--- src/rtl/uart_rx_periph_if.sv ---
// ---------------------------------------------------------------------------
// uart_rx_periph_if
// Load/store bus between the CPU and the UART receiver peripheral.
//   rd     : read strobe (MemRd & addr[30])
//   wr     : write strobe (MemWr & addr[30])
//   addr   : byte address from the ALU
//   wdata  : store data
//   rdata  : read data, driven combinationally by the peripheral
// The CPU side uses the master modport, the peripheral uses the slave modport.
// ---------------------------------------------------------------------------
interface uart_rx_periph_if;
  logic        rd;
  logic        wr;
  logic [31:0] addr;
  logic [31:0] wdata;
  logic [31:0] rdata;

  modport master (output rd, output wr, output addr, output wdata, input rdata);
  modport slave  (input rd, input wr, input addr, input wdata, output rdata);
endinterface

--- src/rtl/uart_rx_periph.sv ---
// ---------------------------------------------------------------------------
// uart_rx_periph
// Memory-mapped UART receiver. Deserialises frames arriving on rx into a
// receive data register and exposes data, status and interrupt control on
// the CPU load/store bus.
//
// Ports:
//   clk      : system clock
//   reset    : synchronous, active-low reset
//   bus      : load/store bus (slave modport of uart_rx_periph_if);
//              rdata is combinational from addr/rd and is 0 when rd=0
//   rx       : asynchronous serial input, idle high
//   irq      : registered interrupt request, level (irq_en & valid)
//   rx_busy  : registered, high while a frame is being received
//
// Registers:
//   ADDR_DATA (read)  : {24'd0, rx_data}; a read clears valid
//   ADDR_CTRL (read)  : {valid, ferr, overrun, irq_en} in bits [3:0]
//   ADDR_CTRL (write) : bit0 -> irq_en, bit1 W1C overrun, bit2 W1C ferr
//
// Build option: define UART_RX_PARITY_EN for 8E1 frames. A parity bit is
// then sampled after the data bits; a parity error sets perr (CTRL bit4,
// W1C via bit4) and discards the byte. Without the macro frames are 8N1
// and bit4 reads 0.
// ---------------------------------------------------------------------------
module uart_rx_periph #(
  parameter int          BAUD_DIV  = 5208,
  parameter logic [31:0] ADDR_DATA = 32'h4000_001C,
  parameter logic [31:0] ADDR_CTRL = 32'h4000_0020
) (
  input  logic              clk,
  input  logic              reset,
  uart_rx_periph_if.slave   bus,
  input  logic              rx,
  output logic              irq,
  output logic              rx_busy
);

  localparam int                SYNC_STAGES = 2;
  localparam int                CNT_W       = $clog2(BAUD_DIV);
  localparam logic [CNT_W-1:0]  LAST_CNT    = CNT_W'(BAUD_DIV - 1);
  localparam logic [CNT_W-1:0]  HALF_CNT    = CNT_W'(BAUD_DIV / 2 - 1);

  typedef enum logic [2:0] {
    ST_IDLE,
    ST_START,
    ST_DATA,
`ifdef UART_RX_PARITY_EN
    ST_PARITY,
`endif
    ST_STOP
  } state_t;

  // -------------------------------------------------------------------------
  // Input synchroniser: rx is asynchronous, the FSM only ever looks at rx_s.
  // -------------------------------------------------------------------------
  logic [SYNC_STAGES-1:0] sync_reg;
  logic [SYNC_STAGES-1:0] sync_next;
  logic                   rx_s;

  genvar gi;
  generate
    for (gi = 0; gi < SYNC_STAGES; gi++) begin : g_sync
      if (gi == 0) begin : g_first
        assign sync_next[gi] = rx;
      end else begin : g_chain
        assign sync_next[gi] = sync_reg[gi-1];
      end
    end
  endgenerate

  always_ff @(posedge clk) begin
    if (!reset) begin
      sync_reg <= '1;
    end else begin
      sync_reg <= sync_next;
    end
  end

  assign rx_s = sync_reg[SYNC_STAGES-1];

  // -------------------------------------------------------------------------
  // Receiver state
  // -------------------------------------------------------------------------
  state_t           state_reg;
  logic [CNT_W-1:0] cyc_cnt_reg;
  logic [2:0]       bit_cnt_reg;
  logic [7:0]       shift_reg;
  logic             wait_high_reg;   // line stuck low after a framing error
  logic             rx_busy_reg;
`ifdef UART_RX_PARITY_EN
  logic             par_bad_reg;     // current frame failed its parity check
`endif

  // Register file
  logic [7:0] rx_data_reg,  rx_data_next;
  logic       valid_reg,    valid_next;
  logic       overrun_reg,  overrun_next;
  logic       ferr_reg,     ferr_next;
  logic       irq_en_reg,   irq_en_next;
  logic       irq_reg;
`ifdef UART_RX_PARITY_EN
  logic       perr_reg,     perr_next;
  logic       par_fail;
`endif

  logic bit_tick;
  logic half_tick;
  logic stop_sample;
  logic byte_good;
  logic frame_err;
  logic rd_data;
  logic wr_ctrl;

  assign bit_tick    = (cyc_cnt_reg == LAST_CNT);
  assign half_tick   = (cyc_cnt_reg == HALF_CNT);
  assign stop_sample = (state_reg == ST_STOP) && bit_tick;
  assign frame_err   = stop_sample && !rx_s;
`ifdef UART_RX_PARITY_EN
  assign par_fail    = (state_reg == ST_PARITY) && bit_tick && (^{shift_reg, rx_s});
  assign byte_good   = stop_sample && rx_s && !par_bad_reg;
`else
  assign byte_good   = stop_sample && rx_s;
`endif

  assign rd_data = bus.rd && (bus.addr == ADDR_DATA);
  assign wr_ctrl = bus.wr && (bus.addr == ADDR_CTRL);

  // -------------------------------------------------------------------------
  // Frame FSM. Counters restart at every sample point so each state simply
  // waits for its own tick. rx_busy is registered alongside each transition.
  // -------------------------------------------------------------------------
  always_ff @(posedge clk) begin
    if (!reset) begin
      state_reg     <= ST_IDLE;
      cyc_cnt_reg   <= '0;
      bit_cnt_reg   <= '0;
      shift_reg     <= '0;
      wait_high_reg <= 1'b0;
      rx_busy_reg   <= 1'b0;
`ifdef UART_RX_PARITY_EN
      par_bad_reg   <= 1'b0;
`endif
    end else begin
      case (state_reg)
        ST_IDLE: begin
          cyc_cnt_reg <= '0;
          bit_cnt_reg <= '0;
          if (wait_high_reg) begin
            // A low stop bit is not a start bit: wait for the line to idle.
            if (rx_s) wait_high_reg <= 1'b0;
          end else if (!rx_s) begin
            state_reg   <= ST_START;
            rx_busy_reg <= 1'b1;
`ifdef UART_RX_PARITY_EN
            par_bad_reg <= 1'b0;
`endif
          end
        end

        ST_START: begin
          if (half_tick) begin
            cyc_cnt_reg <= '0;
            if (rx_s) begin
              // Start bit did not survive to mid-bit: a glitch, no flag.
              state_reg   <= ST_IDLE;
              rx_busy_reg <= 1'b0;
            end else begin
              state_reg <= ST_DATA;
            end
          end else begin
            cyc_cnt_reg <= cyc_cnt_reg + 1'b1;
          end
        end

        ST_DATA: begin
          if (bit_tick) begin
            cyc_cnt_reg <= '0;
            shift_reg   <= {rx_s, shift_reg[7:1]};   // LSB arrives first
            bit_cnt_reg <= bit_cnt_reg + 1'b1;
            if (bit_cnt_reg == 3'd7) begin
`ifdef UART_RX_PARITY_EN
              state_reg <= ST_PARITY;
`else
              state_reg <= ST_STOP;
`endif
            end
          end else begin
            cyc_cnt_reg <= cyc_cnt_reg + 1'b1;
          end
        end

`ifdef UART_RX_PARITY_EN
        ST_PARITY: begin
          if (bit_tick) begin
            cyc_cnt_reg <= '0;
            par_bad_reg <= par_fail;
            state_reg   <= ST_STOP;
          end else begin
            cyc_cnt_reg <= cyc_cnt_reg + 1'b1;
          end
        end
`endif

        ST_STOP: begin
          if (bit_tick) begin
            cyc_cnt_reg   <= '0;
            state_reg     <= ST_IDLE;
            rx_busy_reg   <= 1'b0;
            wait_high_reg <= !rx_s;
          end else begin
            cyc_cnt_reg <= cyc_cnt_reg + 1'b1;
          end
        end

        default: begin
          state_reg   <= ST_IDLE;
          cyc_cnt_reg <= '0;
          rx_busy_reg <= 1'b0;
        end
      endcase
    end
  end

  // -------------------------------------------------------------------------
  // Register next-state. Later assignments take priority: hardware sets
  // override W1C clears, and a completing byte overrides a read clearing valid.
  // Overrun is only raised when the unread byte is not being read this cycle.
  // -------------------------------------------------------------------------
  always_comb begin
    rx_data_next = rx_data_reg;
    valid_next   = valid_reg;
    overrun_next = overrun_reg;
    ferr_next    = ferr_reg;
    irq_en_next  = irq_en_reg;

    if (rd_data) valid_next = 1'b0;
    if (wr_ctrl) begin
      irq_en_next = bus.wdata[0];
      if (bus.wdata[1]) overrun_next = 1'b0;
      if (bus.wdata[2]) ferr_next    = 1'b0;
    end

    if (byte_good) begin
      rx_data_next = shift_reg;
      valid_next   = 1'b1;
      if (valid_reg && !rd_data) overrun_next = 1'b1;
    end
    if (frame_err) ferr_next = 1'b1;
  end

`ifdef UART_RX_PARITY_EN
  always_comb begin
    perr_next = perr_reg;
    if (wr_ctrl && bus.wdata[4]) perr_next = 1'b0;
    if (par_fail)                perr_next = 1'b1;
  end
`endif

  always_ff @(posedge clk) begin
    if (!reset) begin
      rx_data_reg <= '0;
      valid_reg   <= 1'b0;
      overrun_reg <= 1'b0;
      ferr_reg    <= 1'b0;
      irq_en_reg  <= 1'b0;
      irq_reg     <= 1'b0;
`ifdef UART_RX_PARITY_EN
      perr_reg    <= 1'b0;
`endif
    end else begin
      rx_data_reg <= rx_data_next;
      valid_reg   <= valid_next;
      overrun_reg <= overrun_next;
      ferr_reg    <= ferr_next;
      irq_en_reg  <= irq_en_next;
      // Follows valid_next so irq falls together with valid after a read.
      irq_reg     <= irq_en_reg & valid_next;
`ifdef UART_RX_PARITY_EN
      perr_reg    <= perr_next;
`endif
    end
  end

  // -------------------------------------------------------------------------
  // Combinational read port
  // -------------------------------------------------------------------------
  always_comb begin
    bus.rdata = '0;
    if (bus.rd) begin
      if (bus.addr == ADDR_DATA) begin
        bus.rdata = {24'd0, rx_data_reg};
      end else if (bus.addr == ADDR_CTRL) begin
        bus.rdata[3:0] = {valid_reg, ferr_reg, overrun_reg, irq_en_reg};
`ifdef UART_RX_PARITY_EN
        bus.rdata[4]   = perr_reg;
`endif
      end
    end
  end

  // Upper store-data bits have no register behind them.
  logic unused_wdata;
`ifdef UART_RX_PARITY_EN
  assign unused_wdata = ^{bus.wdata[31:5], bus.wdata[3]};
`else
  assign unused_wdata = ^bus.wdata[31:3];
`endif

  assign irq     = irq_reg;
  assign rx_busy = rx_busy_reg;

endmodule

--- src/flat_wrapper.sv ---
// flat-port wrapper written by rule: the top's interface ports become plain ports
module uart_rx_periph_flat 
#(
  parameter int          BAUD_DIV  = 5208,
  parameter logic [31:0] ADDR_DATA = 32'h4000_001C,
  parameter logic [31:0] ADDR_CTRL = 32'h4000_0020
)
  (clk, reset, rx, irq, rx_busy, bus_rd, bus_wr, bus_addr, bus_wdata, bus_rdata);
  uart_rx_periph_if bus_i ();
  input  logic clk;
  input  logic reset;
  input  logic rx;
  output logic irq;
  output logic rx_busy;
  input wire logic [$bits(bus_i.rd)-1:0] bus_rd;
  input wire logic [$bits(bus_i.wr)-1:0] bus_wr;
  input wire logic [$bits(bus_i.addr)-1:0] bus_addr;
  input wire logic [$bits(bus_i.wdata)-1:0] bus_wdata;
  output wire logic [$bits(bus_i.rdata)-1:0] bus_rdata;
  assign bus_i.rd = bus_rd;
  assign bus_i.wr = bus_wr;
  assign bus_i.addr = bus_addr;
  assign bus_i.wdata = bus_wdata;
  assign bus_rdata = bus_i.rdata;
  uart_rx_periph #(.BAUD_DIV(BAUD_DIV), .ADDR_DATA(ADDR_DATA), .ADDR_CTRL(ADDR_CTRL)) u_core (.clk(clk), .reset(reset), .bus(bus_i), .rx(rx), .irq(irq), .rx_busy(rx_busy));
endmodule
--- config.mk ---
export PLATFORM = sky130hd
export DESIGN_NAME = uart_rx_periph_flat
export DESIGN_NICKNAME = d
export VERILOG_FILES = /design/src/rtl/uart_rx_periph_if.sv /design/src/rtl/uart_rx_periph.sv /design/src/flat_wrapper.sv
export SDC_FILE = /design/constraint.sdc
export NUM_CORES = 1
export LEC_CHECK = 0
export ABC_AREA = 1
export CORE_ASPECT_RATIO = 1.4
export CORE_MARGIN = 3
export CORE_UTILIZATION = 30
export CTS_CLUSTER_SIZE = 40
export DETAILED_ROUTE_END_ITERATION = 16
export HOLD_SLACK_MARGIN = 0.12
export RECOVER_POWER = 25
export SLEW_MARGIN = 20
export SYNTH_ARGS = -nofsm -noshare
export SYNTH_HDL_FRONTEND = slang
export SYNTH_SLANG_ARGS = --single-unit
--- constraint.sdc ---
create_clock -name clk -period 1.54 [get_ports clk]
set_input_delay 0.308 -clock clk [delete_from_list [all_inputs] [get_ports clk]]
set_output_delay 0.308 -clock clk [all_outputs]
set_load 0.05 [all_outputs]
==> reports/results.env, run 1 <==
DESIGN.CORE.AREA_UM2=7120
YOSYS_REGISTER_BITS=43
CLK_LATENCY_NS=0.30
MAX-VDD-IR-DROP_mV=0.467
SYNTHDISTINCTLIBCELLS=30
NUM-FILL-CELLS=720
TIMING.FINAL.CRIT_PERIOD_NS=1.70
CRITPATHCAPTURE='bus_rdata[4]'
TIMING.CRITICAL_PATH.TO_TYPE='output port'
DRT_FIRST_PASS_ITERS=4
CRITPATHTOPFAMILY='simple AND/OR/NAND/NOR gates'
CLK_PIN_SLEW_NS=0.07
CLOCKROOTBUFFER='clkbuf_8'
LARGEST_REGISTER_FFS=13
HPWL_UM=4390
MAXCLOCKFREQUENCY_GHz=0.588
POST_ROUTE_CELLS_DRIVE_ABOVE_1_SHARE_PCT=39.5
GRT_PASS1_WL_UM=9200
CRITICAL_PATH_REQUIRED_NS=1.23
DRTANTENNAVIOLNETS=0
CTS.HTREE.LEVELS=2
N_ANTENNA_CELL=0
WORST-R2R-SETUP-SLACK_NS=0.07
GLOBALROUTEOVERFLOWTOTAL=0
TIMING.CRITICAL_PATH.ARRIVAL_NS=1.39
CTSLONGESTPATHBUFFERS=2
SYNTHCELLS=321
FINAL_SETUP_VIOLATION_COUNT=8
FIN_TNS_SETUP_NS=-1.16
YOSYSSEQAREASHARE_PCT=38.4
DETAILED_PLACE.AREA_UM2=3180
HOLD_CLASS='reg2reg'
P_PER_AREA_nW_PER_UM2=831
STDCELL_AREA_UM2=3490
YOSYS_WARNINGS=0
NETLIST_AREA_UM2=2240
ROUTED_WIRE_LENGTH_PER_INSTANCE_UM=11.3
FINALHOLDVIOLCOUNT=0
GP_CONGESTION=0.835
TIMING_MAX_TRANSITION_VIOLATIONS_FINAL=0
POST-LAYOUT-TOTAL-POWER_mW=2.90
GLOBALROUTEMET2UTIL_PCT=25.8
CRITICAL_PATH.MAX_STAGE_DELAY_NS=0.14
ROWS=36
WORSTSETUPSTARTPOINT='bus_addr[16]'
WORSTPATHMAXFANOUT=4
DRT_DRC_VIOLATIONS_LEFT=0
LAYOUT.CELLS.MOST_COMMON='dfxtp_1'
GRT_SETUP_UNREPAIRED='yes'
DIE_H_UM=108
PLACE.PORT_BUFFERS=49
VIAS_PER_CELL=4.44
STANDBY_LEAKAGE_POWER_nW=1.49
SLOWEST_STAGE='buf_6'
CRITICAL_PATH.CELL_CHAIN='buf_2 > nor2_4 > nand2_2 > nor2_2 > nand2_2 > nor2_4 > nand2_4 > buf_6 > nor2_4 > buf_12'
DETAIL_ROUTE.WIRELENGTH_UM=5610
GRT.MET1_USAGE_PCT=14.2
INITIAL_CORE_UTIL_PCT=31.5
DRT_FIRST_ITER_VIOLATIONS=65
MAX-CAP-VIOLATIONS=0
NUMBER_OF_HOLD_REPAIR_BUFFERS_ADDED_AT_THE_CTS_STAGE=0
LAYOUT_WORST_PATH_CYCLE_SHARE_PCT=110
DETAILROUTE.VIA_COUNT=2213
CTS_TREE='built'
GRT_PASS1_VIAS=2054
FIN_WORST_SKEW_NS=0.0136
ANTENNA_FOUND_INITIAL=0
FAILING_CHECKS='negative setup slack'
PATH_TYPE_OF_THE_WORST_SETUP_PATH='in2out'
DIE-WIDTH_UM=79.0
DIEAREA_UM2=8560
GR-MAX-USAGE-LAYER='met2'
CRIT-REG2REG-CAPTURE='u_core.rx_data_reg[1]'
TRITONCTS.NUM_BUFFERS=5
AREA_GROWTH_SYN_TO_LAYOUT_PCT=55.6
GRT_USE_MET3_PCT=2.33
IOS=103
TRACK_USAGE_PCT=13.4
TIMING.CRITICAL_PATH.FROM_TYPE='primary input'
LARGEST_NET_DEGREE_AT_THE_START_OF_GLOBAL_ROUTING=19
MAPPED_AVG_CELL_AREA_UM2=6.98
CLOCK-SINKS=43
NNETSFINAL=474
R2R_START='u_core.cyc_cnt_reg[1]'
RESULT_OF_THE_RUN='complete, but fails checks'
CRIT_CELLS=10
FINAL_CELL_MIX='dfxtp_1 (41), nor2_1 (40), nand2_1 (36)'
TIMING.REG2REG.WORST_PATH_DEPTH=8
FINAL.SETUP.WORST_SLACK_NS=-0.160
CRIT_PATH_FREQUENT_CELL='nor2_4'
PRE_CTS_SLACK_NS=-0.616
CP_NUM_BUF_INV=3
-- final cells by class --
cell class                      instances  area [um^2]  area share [%]
Multi-Input combinational cell        232         1460            41.9
Sequential cell                        43          863            24.8
Timing Repair Buffer                   80          757            21.7
Inverter                               40          153            4.38
Tap cell                               95          119            3.41
Clock buffer                            6         72.6            2.08
Clock inverter                          2         60.1            1.72
-- kinds of logic after synthesis --
kind of cell             Yosys count  synth area share, %
buffers and inverters             69                 16.1
AO/OA/AOI/OAI                     44                 10.4
adder cells (fa/ha/maj)            3                 1.68
AND/OR/NAND/NOR                  156                 31.2
XOR/XNOR                           5                 1.95
flip-flops                        43                 38.4
other                              1                0.167
-- report_power, final --
group          switching [mW]  internal, mW  leakage, nW
clock network           0.384         0.648       0.0654
logic                   0.415         0.247         1.07
registers              0.0442          1.16        0.348
total                   0.844          2.05         1.49
-- cell usage after synthesis (all sizes together) --
cell type / number / share of area, %
nand2: 54 / 9.3
buf: 27 / 9.1
dfxtp: 43 / 38
conb: 1 / 0.17
xor2: 5 / 2.0
nand4: 5 / 1.4
a31oi: 3 / 0.84
nor3: 6 / 2.1
a21oi: 15 / 3.5
a211oi: 2 / 0.67
clkbuf: 2 / 0.34
nand3: 18 / 4.8
ha: 3 / 1.7
nor2: 68 / 12
nor3b: 2 / 0.67
o21ai: 23 / 5.1
o22ai: 1 / 0.28
inv: 40 / 6.7
or2: 3 / 0.84
-- layer usage --
| metal | vias to the layer above | part of all wire, % | routed length [um] |
|---|---|---|---|
| met3 | 12 | 3.0 | 166 |
| met5 | - | 0 | 0 |
| met1 | 1026 | 36 | 2040 |
| li1 | 1128 | - | - |
| met4 | 0 | 2.5 | 140 |
| met2 | 47 | 58 | 3260 |
-- stage by stage --
stage	utilization (%)	instances	hold WS, ns
2_1_floorplan	-	344	0.393
3_3_place_gp	44.7	486	0.397
3_5_place_dp	44.7	486	0.405
4_1_cts	46.0	497	0.424
5_1_grt	49.0	498	0.433
6_report	49.0	498	0.419
-- repair_timing --
| item | 4_1_cts | 5_1_grt |
|---|---|---|
| resized for setup | 122 | 75 |
| buffers inserted | 3 | 1 |
| gates cloned | 0 | 0 |
| endpoints found under the setup margin | 42 | 48 |
| hold endpoints to repair | 0 | 0 |
| pin swaps | 34 | 45 |
-- how the worst min path moves through the flow --
stage	start	endpoint	slack (ns)	cells after the start
floorplan	u_core.sync_reg[0]	u_core.sync_reg[1]	0.39	1
global placement	u_core.sync_reg[0]	u_core.sync_reg[1]	0.40	1
detailed placement	u_core.sync_reg[0]	u_core.sync_reg[1]	0.41	1
CTS	u_core.sync_reg[0]	u_core.sync_reg[1]	0.42	1
global route	u_core.sync_reg[0]	u_core.sync_reg[1]	0.43	1
finish	u_core.sync_reg[0]	u_core.sync_reg[1]	0.42	1
No activity file was read; power rests on OpenSTA's default activity.
==> run 2: changes to the inputs <==
--- a/config.mk
+++ b/config.mk
@@ -9,6 +9,7 @@
 export CORE_ASPECT_RATIO = 1.4
 export CORE_MARGIN = 3
 export CORE_UTILIZATION = 30
+export CTS_BUF_LIST = sky130_fd_sc_hd__clkbuf_8
 export CTS_CLUSTER_SIZE = 40
 export DETAILED_ROUTE_END_ITERATION = 16
 export HOLD_SLACK_MARGIN = 0.12
==> reports/results.env, run 2 (same netlist as run 1, synthesis figures left out) <==
GRT_PASS1_VIAS=2054
DETAIL_ROUTE.WIRELENGTH_UM=5610
RESULT_OF_THE_RUN='complete, but fails checks'
CLK_LATENCY_NS=0.30
GLOBALROUTEOVERFLOWTOTAL=0
CP_NUM_BUF_INV=3
WORST_HOLD_DEPTH=1
AREA_GROWTH_SYN_TO_LAYOUT_PCT=55.6
ROUTED_WIRE_LENGTH_PER_INSTANCE_UM=11.3
N_ANTENNA_CELL=0
CRITICAL_PATH_REQUIRED_NS=1.23
HOLD_CLASS='reg2reg'
CTSLONGESTPATHBUFFERS=2
DETAILROUTE.VIA_COUNT=2202
FAILING_CHECKS='negative setup slack'
IOS=103
WORST-R2R-SETUP-SLACK_NS=0.07
FINAL_CELL_MIX='dfxtp_1 (41), nor2_1 (40), nand2_1 (36)'
CLOCKROOTBUFFER='clkbuf_8'
NUM-FILL-CELLS=720
DIE_H_UM=108
HPWL_UM=4390
HOLD_START='u_core.sync_reg[0]'
FINAL.SETUP.WORST_SLACK_NS=-0.160
ROWS=36
FIN_TNS_SETUP_NS=-1.16
TIMING.CRITICAL_PATH.ARRIVAL_NS=1.39
DRTANTENNAVIOLNETS=0
HOLD_PATH_END='u_core.sync_reg[1]'
FIN_WORST_SKEW_NS=0.0136
TIMING.CRITICAL_PATH.TO_TYPE='output port'
CRIT_PATH_FREQUENT_CELL='nor2_4'
MAXCLOCKFREQUENCY_GHz=0.588
POST-LAYOUT-TOTAL-POWER_mW=2.89
TIMING_MAX_TRANSITION_VIOLATIONS_FINAL=0
LAYOUT_WORST_PATH_CYCLE_SHARE_PCT=110
DRT_FIRST_PASS_ITERS=4
MAX-VDD-IR-DROP_mV=0.467
SLOWEST_STAGE='buf_6'
WORSTPATHMAXFANOUT=4
LAYOUT.CELLS.MOST_COMMON='dfxtp_1'
CRITPATHTOPFAMILY='simple AND/OR/NAND/NOR gates'
FINAL_SETUP_VIOLATION_COUNT=8
CRIT-REG2REG-CAPTURE='u_core.rx_data_reg[1]'
CRITICAL_PATH.CELL_CHAIN='buf_2 > nor2_4 > nand2_2 > nor2_2 > nand2_2 > nor2_4 > nand2_4 > buf_6 > nor2_4 > buf_12'
CLOCK-SINKS=43
FINALHOLDVIOLCOUNT=0
TIMING.REG2REG.WORST_PATH_DEPTH=8
VIAS_PER_CELL=4.42
INITIAL_CORE_UTIL_PCT=31.5
DESIGN.CORE.AREA_UM2=7120
LARGEST_NET_DEGREE_AT_THE_START_OF_GLOBAL_ROUTING=19
STANDBY_LEAKAGE_POWER_nW=1.49
R2R_START='u_core.cyc_cnt_reg[1]'
DIEAREA_UM2=8560
POST_ROUTE_CELLS_DRIVE_ABOVE_1_SHARE_PCT=39.5
MAX-CAP-VIOLATIONS=0
TIMING.FINAL.CRIT_PERIOD_NS=1.70
CTS_TREE='built'
PLACE.PORT_BUFFERS=49
ANTENNA_FOUND_INITIAL=0
NNETSFINAL=474
TRACK_USAGE_PCT=13.4
TRITONCTS.NUM_BUFFERS=5
DIE-WIDTH_UM=79.0
DRT_FIRST_ITER_VIOLATIONS=69
GRT_SETUP_UNREPAIRED='yes'
LARGEST_REGISTER_FFS=13
P_PER_AREA_nW_PER_UM2=829
PATH_TYPE_OF_THE_WORST_SETUP_PATH='in2out'
CLK_PIN_SLEW_NS=0.07
GRT_PASS1_WL_UM=9200
DRT_DRC_VIOLATIONS_LEFT=0
CRITICAL_PATH.MAX_STAGE_DELAY_NS=0.14
TIMING.CRITICAL_PATH.FROM_TYPE='primary input'
GP_CONGESTION=0.835
NUMBER_OF_HOLD_REPAIR_BUFFERS_ADDED_AT_THE_CTS_STAGE=0
CTS.HTREE.LEVELS=2
==> run 2: worst reg2reg max path, cell delays in order, from the launching register on <==
cell,delay (ns)
dfxtp_2,0.36
ha_4,0.15
nand2_4,0.06
nor2_4,0.13
nand3_4,0.15
nor2_4,0.16
nand2_4,0.11
o21ai_0,0.17
a21oi_1,0.05
==> run 2: worst max path at each step <==
stage,to,startpoint,cells past startpoint
6_report,bus_rdata[4],bus_addr[16],10
5_1_grt,bus_rdata[4],bus_addr[30],9
4_1_cts,bus_rdata[1],bus_addr[28],9
3_5_place_dp,bus_rdata[6],bus_addr[25],10
3_3_place_gp,bus_rdata[7],bus_addr[17],10
2_1_floorplan,bus_rdata[0],bus_addr[11],7
==> run 2: what timing repair did <==
| action | CTS | global route |
|---|---|---|
| setup buffers | 3 | 1 |
| setup endpoints to repair | 42 | 48 |
| pin swaps | 34 | 45 |
| resized for setup | 122 | 75 |
==> run 2: layout make-up <==
type / instances / area, um^2 / share of cell area (%)
clock inverter: 3 / 63.8 / 1.83
timing repair buffer: 80 / 757 / 21.7
inverter: 40 / 153 / 4.38
clock buffer: 5 / 68.8 / 1.97
sequential: 43 / 863 / 24.8
multi-input combinational: 232 / 1460 / 41.9
tap: 95 / 119 / 3.41
==> run 2: report_power, final <==
group	switching, mW	internal (mW)	leakage (nW)
clock network	0.384	0.642	0.0695
registers	0.0442	1.16	0.348
logic	0.416	0.246	1.07
==> run 2: stage by stage <==
| step | setup slack (ns) | hold WS [ns] | utilization (%) | instances | instance area (um^2) |
|---|---|---|---|---|---|
| 2_1_floorplan | -0.0749 | 0.393 | - | 344 | 2480 |
| 4_1_cts | -0.226 | 0.424 | 46.0 | 497 | 3270 |
| 5_1_grt | -0.273 | 0.433 | 49.0 | 498 | 3490 |
| 3_5_place_dp | -0.616 | 0.405 | 44.7 | 486 | 3180 |
| 6_report | -0.160 | 0.419 | 49.0 | 498 | 3490 |
| 3_3_place_gp | -0.593 | 0.397 | 44.7 | 486 | 3180 |
==> run 2: routing by layer <==
layer / track usage (%) / vias up / share of wire [%]
li1: - / 1128 / -
met1: 14.2 / 1023 / 37
met2: 25.8 / 41 / 58
met3: 2.33 / 10 / 2.8
met4: 5.16 / 0 / 2.4
met5: 0 / - / 0
